File: config.mk
export PLATFORM = sky130hd
export DESIGN_NAME = multiport_reg_file
export DESIGN_NICKNAME = d
export VERILOG_FILES = /design/src/rtl/multiport_reg_file_pkg.sv /design/src/rtl/multiport_reg_file_read_port.sv /design/src/rtl/multiport_reg_file.sv
export SDC_FILE = /design/constraint.sdc
export NUM_CORES = 2
export LEC_CHECK = 0
export BUFFER_PORTS_ARGS = -buffer_cell sky130_fd_sc_hd__buf_2
export CAP_MARGIN = 25
export CORE_MARGIN = 2
export CORE_UTILIZATION = 45
export CTS_CLUSTER_DIAMETER = 50
export DETAILED_ROUTE_END_ITERATION = 16
export GPL_TIMING_DRIVEN = 0
export PLACE_DENSITY = 0.57
export SYNTH_ARGS = -nofsm -noshare
export SYNTH_HDL_FRONTEND = slang
export SYNTH_SLANG_ARGS = --single-unit
File: constraint.sdc
create_clock -name clk -period 12.1 [get_ports clk]
set_input_delay 2.42 -clock clk [delete_from_list [all_inputs] [get_ports clk]]
set_output_delay 2.42 -clock clk [all_outputs]
set_load 0.03 [all_outputs]
File: src/rtl/multiport_reg_file_pkg.sv
// ----------------------------------------------------------------------------
// regfile_pkg
// Shared definitions for the multiport integer register file.
//   XLEN_DEFAULT / NREGS_DEFAULT : default data width and register count
//   reg_addr_t                   : architectural register index (5 bits)
//   xlen_t                       : one register's worth of data
//   REG_*                        : ABI register index constants
// ----------------------------------------------------------------------------
package regfile_pkg;

  localparam int XLEN_DEFAULT  = 32;
  localparam int NREGS_DEFAULT = 32;

  typedef logic [4:0]              reg_addr_t;
  typedef logic [XLEN_DEFAULT-1:0] xlen_t;

  localparam reg_addr_t REG_ZERO = 5'd0;
  localparam reg_addr_t REG_RA   = 5'd1;
  localparam reg_addr_t REG_SP   = 5'd2;
  localparam reg_addr_t REG_HP   = 5'd3;
  localparam reg_addr_t REG_RC   = 5'd4;
  localparam reg_addr_t REG_T0   = 5'd5;
  localparam reg_addr_t REG_S0   = 5'd8;
  localparam reg_addr_t REG_A0   = 5'd10;
  localparam reg_addr_t REG_T6   = 5'd31;

endpackage

File: src/rtl/multiport_reg_file_read_port.sv
// ----------------------------------------------------------------------------
// reg_read_port
// One combinational read port of the register file: selects the stored value,
// overrides it with same-cycle write data when bypass is enabled, and masks
// the busy flag for a forwarded or zero-register read.
//   i_bypass_en : 0 suppresses forwarding (held low while in reset)
//   i_raddr     : register index to read
//   i_regs      : full storage array
//   i_pending   : per-register outstanding-producer bits
//   i_we/i_waddr/i_wdata : packed write ports seen this cycle
//   o_rdata     : read data
//   o_rbusy     : 1 = register has an outstanding producer not being forwarded
// ----------------------------------------------------------------------------
module reg_read_port #(
  parameter int XLEN     = 32,
  parameter int NREGS    = 32,
  parameter int AW       = 5,
  parameter int NWRITE   = 2,
  parameter bit ZERO_REG = 1'b1,
  parameter bit BYPASS   = 1'b1
) (
  input  logic                         i_bypass_en,
  input  logic [AW-1:0]                i_raddr,
  input  logic [NREGS-1:0][XLEN-1:0]   i_regs,
  input  logic [NREGS-1:0]             i_pending,
  input  logic [NWRITE-1:0]            i_we,
  input  logic [NWRITE*AW-1:0]         i_waddr,
  input  logic [NWRITE*XLEN-1:0]       i_wdata,
  output logic [XLEN-1:0]              o_rdata,
  output logic                         o_rbusy
);

  logic w_hit;

  always_comb begin
    w_hit   = 1'b0;
    o_rdata = i_regs[i_raddr];
    o_rbusy = i_pending[i_raddr];
    if (BYPASS && i_bypass_en) begin
      // Ascending scan: the highest-index matching port is assigned last.
      for (int i = 0; i < NWRITE; i++) begin
        if (i_we[i] && (i_waddr[i*AW +: AW] == i_raddr)) begin
          w_hit   = 1'b1;
          o_rdata = i_wdata[i*XLEN +: XLEN];
        end
      end
    end
    // A forwarded value is already available, so the reader need not stall.
    if (w_hit) begin
      o_rbusy = 1'b0;
    end
    if (ZERO_REG && (i_raddr == '0)) begin
      o_rdata = '0;
      o_rbusy = 1'b0;
    end
  end

endmodule

File: src/rtl/multiport_reg_file.sv
// ----------------------------------------------------------------------------
// multiport_reg_file
// Parametrised register file with NREAD combinational read ports, NWRITE
// write ports, same-cycle write-to-read bypass, optional hardwired zero
// register and a per-register pending scoreboard for pipeline stall logic.
//   clk, reset_n     : clock (rising edge), asynchronous active-low reset
//   we/waddr/wdata   : packed write ports, port i at [i*AW +: AW] etc.
//   raddr/rdata      : packed read ports
//   rbusy            : per read port, 1 = outstanding producer for raddr[j]
//   issue_valid/rd   : marks issue_rd pending at the next edge
//   pending_cnt      : registered count of pending registers
// ----------------------------------------------------------------------------
module multiport_reg_file
  import regfile_pkg::*;
#(
  parameter int  XLEN     = XLEN_DEFAULT,
  parameter int  NREGS    = NREGS_DEFAULT,
  parameter int  NREAD    = 2,
  parameter int  NWRITE   = 2,
  parameter bit  ZERO_REG = 1'b1,
  parameter bit  BYPASS   = 1'b1,
  localparam int AW       = $clog2(NREGS)
) (
  input  logic                    clk,
  input  logic                    reset_n,
  input  logic [NWRITE-1:0]       we,
  input  logic [NWRITE*AW-1:0]    waddr,
  input  logic [NWRITE*XLEN-1:0]  wdata,
  input  logic [NREAD*AW-1:0]     raddr,
  output logic [NREAD*XLEN-1:0]   rdata,
  output logic [NREAD-1:0]        rbusy,
  input  logic                    issue_valid,
  input  logic [AW-1:0]           issue_rd,
  output logic [AW:0]             pending_cnt
);

  logic [NREGS-1:0][XLEN-1:0] r_regs;
  logic [NREGS-1:0]           r_pending;
  logic [AW:0]                r_pending_cnt;

  logic [NWRITE-1:0]          w_wr_ok;
  logic [NREGS-1:0]           w_pending_next;
  logic [AW:0]                w_cnt_next;

  // Writes to the zero register are discarded when it is hardwired.
  always_comb begin
    for (int i = 0; i < NWRITE; i++) begin
      w_wr_ok[i] = we[i] && !(ZERO_REG && (waddr[i*AW +: AW] == '0));
    end
  end

  // Later ports in the loop override earlier ones on an address conflict.
  always_ff @(posedge clk or negedge reset_n) begin
    if (!reset_n) begin
      r_regs <= '0;
    end else begin
      for (int i = 0; i < NWRITE; i++) begin
        if (w_wr_ok[i]) begin
          r_regs[waddr[i*AW +: AW]] <= wdata[i*XLEN +: XLEN];
        end
      end
    end
  end

  // Writeback clears first, then issue sets, so a same-cycle issue wins.
  always_comb begin
    w_pending_next = r_pending;
    for (int i = 0; i < NWRITE; i++) begin
      if (we[i]) begin
        w_pending_next[waddr[i*AW +: AW]] = 1'b0;
      end
    end
    if (issue_valid) begin
      w_pending_next[issue_rd] = 1'b1;
    end
    if (ZERO_REG) begin
      w_pending_next[0] = 1'b0;
    end
    w_cnt_next = '0;
    for (int r = 0; r < NREGS; r++) begin
      w_cnt_next = w_cnt_next + {{AW{1'b0}}, w_pending_next[r]};
    end
  end

  always_ff @(posedge clk or negedge reset_n) begin
    if (!reset_n) begin
      r_pending     <= '0;
      r_pending_cnt <= '0;
    end else begin
      r_pending     <= w_pending_next;
      r_pending_cnt <= w_cnt_next;
    end
  end

  assign pending_cnt = r_pending_cnt;

  // Forwarding is suppressed in reset so every read port shows zero.
  for (genvar j = 0; j < NREAD; j++) begin : g_read
    reg_read_port #(
      .XLEN     (XLEN),
      .NREGS    (NREGS),
      .AW       (AW),
      .NWRITE   (NWRITE),
      .ZERO_REG (ZERO_REG),
      .BYPASS   (BYPASS)
    ) u_read_port (
      .i_bypass_en (reset_n),
      .i_raddr     (raddr[j*AW +: AW]),
      .i_regs      (r_regs),
      .i_pending   (r_pending),
      .i_we        (we),
      .i_waddr     (waddr),
      .i_wdata     (wdata),
      .o_rdata     (rdata[j*XLEN +: XLEN]),
      .o_rbusy     (rbusy[j])
    );
  end

endmodule

==> results.json <==
{
  "outcome": "completed",
  "synth-edff-count": 0,
  "synthCells": 7007,
  "fin_crit_sh": 0.823,
  "firstDrtPassIters": 6,
  "postSynth.asyncResetShare": 1.00,
  "grt_max_degree": 156,
  "preCtsSetupSlack_ns": 1.85,
  "setup-tns-final_ns": 0,
  "total_leakage_power_nw": 34.2,
  "hold_viol": 0,
  "grt-ovfl-total": 0,
  "avg_synthesized_cell_area_um2": 9.76,
  "cap_violations": 0,
  "unrepaired_setup_endpoints_after_global_routing": "false",
  "post-cts-setup-buffer-count": 0,
  "clk_pin_slew_ns": 0.05,
  "worstPathArrival_ns": 10.69,
  "mappedNetlistArea_um2": 68400,
  "rows": 143,
  "area_growth_from_synthesis_to_final_layout_pct": 14.0,
  "maxClockFrequency_mhz": 100,
  "drt-wirelength-per-cell_um": 41.3,
  "synthDominantCellAreaShare": 0.388,
  "netlist_top_cells_area": "dfrtp_1, mux2i_1, mux4_2",
  "fin_crit_ns": 9.96,
  "clock_tree.buffer_depth": 3,
  "relSlewSlack": 0.0548,
  "most_instantiated_library_cell_after_synthesis": "dfrtp_1",
  "setup_violations": 0,
  "fillCellCount": 14200,
  "timing_max_transition_violations_final": 0,
  "globalRouteTotalUtil": 0.496,
  "criticalPathCategory": "in2reg",
  "synthDistinctLibCells": 66,
  "port_buffers": 111,
  "post-route-util": 0.515,
  "worst_pin_slew_ns": 1.41,
  "initial_antenna_violation_count": 28,
  "synth_flop_cell": "dfrtp_1",
  "ctsRootBufferMaster": "clkbuf_16",
  "drc": 0,
  "numCtsBuffers": 156,
  "timing.hold.worst.class": "reg2reg",
  "initial_core_util": 0.452,
  "chipHeight_um": 394,
  "seq_total_area_yosys": 0.388,
  "gpl.final_weighted_congestion": 1.07,
  "postLayoutSetupSlackWorst_ns": 2.14,
  "synth.cells.most_frequent": "dfrtp_1, mux2i_1, nand2_1, nor2_1, clkbuf_1",
  "cts_max_level": 4,
  "detail_route.wirelength_um": 395000,
  "cts_tree": "yes",
  "floorplan.io_pins": 166,
  "dr.first_iter.drc_count": 12000,
  "grt_first_pass_wirelength_um": 528000,
  "layout.nets": 7496,
  "chipWidth_um": 394,
  "worstPathRequired_ns": 12.83,
  "place_hpwl_um": 319000,
  "critical_path.endpoint_type": "flop",
  "dieArea_um2": 155000,
  "clk-insertion-delay-late_ns": 0.83,
  "vias_after_detailed_routing": 66700,
  "yosys.area.top_type": "dfrtp_1",
  "postRouteAntennaNets": 0,
  "setup.worst_path.start_class": "input port",
  "synth_fp_nets": 7131,
  "first_global_vias": 62300,
  "power_density_nw_per_um2": 195,
  "detail_route.vias_per_cell": 6.99,
  "cts.repair.resized": 0,
  "drive_above_1_share": 0.174,
  "finalClockSkew_ns": 0.0195,
  "core-area_um2": 151000,
  "yosys_warnings": 0,
  "worst_ir_drop_on_vdd_mv": 0.685,
  "ys_seq_elements": 1061,
  "cts-hold-fix-buffers": 0,
  "cp_max_fo": 10,
  "numClockSinks": 1061
}
==> worst max-delay path: stages <==
cell and delay, ns:
buf_2 0.32, nand2b_1 0.16, clkbuf_1 0.68, nor2_1 0.32, nand2_1 0.54, clkbuf_1 0.94, a32o_1 0.37, fa_1 0.60
fa_1 0.65, inv_1 0.07, fa_1 0.46, fa_1 0.53, fa_1 0.42, inv_1 0.21, fa_1 0.49, fa_1 0.58
inv_1 0.16, fa_1 0.22, inv_1 0.05, a21o_1 0.17, a21oi_1 0.16, xnor2_1 0.14
==> routing by layer <==
metal  track usage  share of wire
met5             0        0.00055
met4         0.266          0.064
met3         0.197           0.15
met2         0.691           0.41
met1         0.658           0.38
==> cell type report <==
class,count,area [um^2],share of cell area
Multi-Input combinational cell,5007,38000,0.487
Sequential cell,1061,26600,0.341
Clock buffer,185,4210,0.0539
Buffer,891,3730,0.0479
Tap cell,2030,2540,0.0326
Timing Repair Buffer,207,1550,0.0198
Clock inverter,104,1200,0.0155
Inverter,48,180,0.00231
Antenna cell,16,40.0,0.000514
==> through the flow <==
| stage | std cells | hold slack, ns | area (um^2) | total power [mW] |
|---|---|---|---|---|
| 6_report | 9549 | 0.476 | 78000 | 15.2 |
| 5_1_grt | 9539 | 0.493 | 77900 | 15.7 |
| 4_1_cts | 9508 | 0.479 | 77700 | 14.9 |
| 3_5_place_dp | 9219 | 0.468 | 72300 | 10.1 |
| 3_3_place_gp | 9148 | 0.459 | 71500 | 9.94 |
| 2_1_floorplan | 7007 | 0.445 | 68400 | 8.17 |
==> where the power goes <==
group | internal [mW] | leakage [nW] | switching (mW) | total (mW)
Combinational | 2.13 | 18.5 | 2.87 | 5.00
Clock | 2.85 | 2.62 | 2.01 | 4.86
Sequential | 4.48 | 13.1 | 0.880 | 5.36
Total | 9.47 | 34.2 | 5.76 | 15.2
==> sequential cells by signal, summed over array words and instances, names as in the netlist <==
register,count
pending_cnt,6
r_pending,31
r_regs,1024
==> logic make-up after synthesis <==
logic type | Yosys count | share of synthesized area
AOI/OAI and AO/OA | 1736 | 0.162
xor gates and xnor gates | 23 | 0.00294
adders and majority gates | 30 | 0.00801
buffers and inverters | 939 | 0.0572
DFF | 1061 | 0.388
muxes | 1396 | 0.274
and+or+nand+nor | 1822 | 0.108
==> layout by cell type (no fill, tap or decap), types with 17 or more instances in the layout <==
cell type / Yosys / routed
a2111oi_0: 59 / 58
a211oi_1: 91 / 90
a21oi_1: 382 / 382
a221oi_1: 42 / 42
a22oi_1: 165 / 165
a31oi_1: 168 / 168
a32o_1: 17 / 17
a32oi_1: 66 / 66
buf_1: 49 / 69
buf_2: 187 / 314
buf_4: 27 / 30
buf_6: 4 / 22
clkbuf_1: 607 / 619
clkbuf_16: 0 / 158
clkbuf_2: 17 / 17
clkinv_2: 0 / 22
clkinvlp_4: 0 / 17
dfrtp_1: 1061 / 1061
fa_1: 23 / 23
inv_1: 47 / 47
inv_6: 0 / 29
mux2_2: 193 / 193
mux2i_1: 841 / 841
mux4_2: 362 / 362
nand2_1: 829 / 829
nand3_1: 69 / 69
nor2_1: 757 / 756
nor2b_1: 37 / 36
nor3_1: 35 / 35
o2111a_1: 64 / 64
o21ai_0: 497 / 497
o221ai_1: 31 / 31
o22ai_1: 127 / 127
==> final timing paths <==
path	slack (ns)	endpoint	from	depth (start not counted)
max	2.14	pending_cnt[4]	waddr[0]	22
min	0.48	r_regs[3]	r_regs[3]	1
max reg2reg	6.33	pending_cnt[4]	r_pending[18]	15
min reg2reg	0.48	r_regs[3]	r_regs[3]	1
max in group asynchronous	7.52	r_regs[1004]	reset_n	5
min in group asynchronous	1.46	r_regs[91]	reset_n	1
No activity file was read; power rests on OpenSTA's default activity.
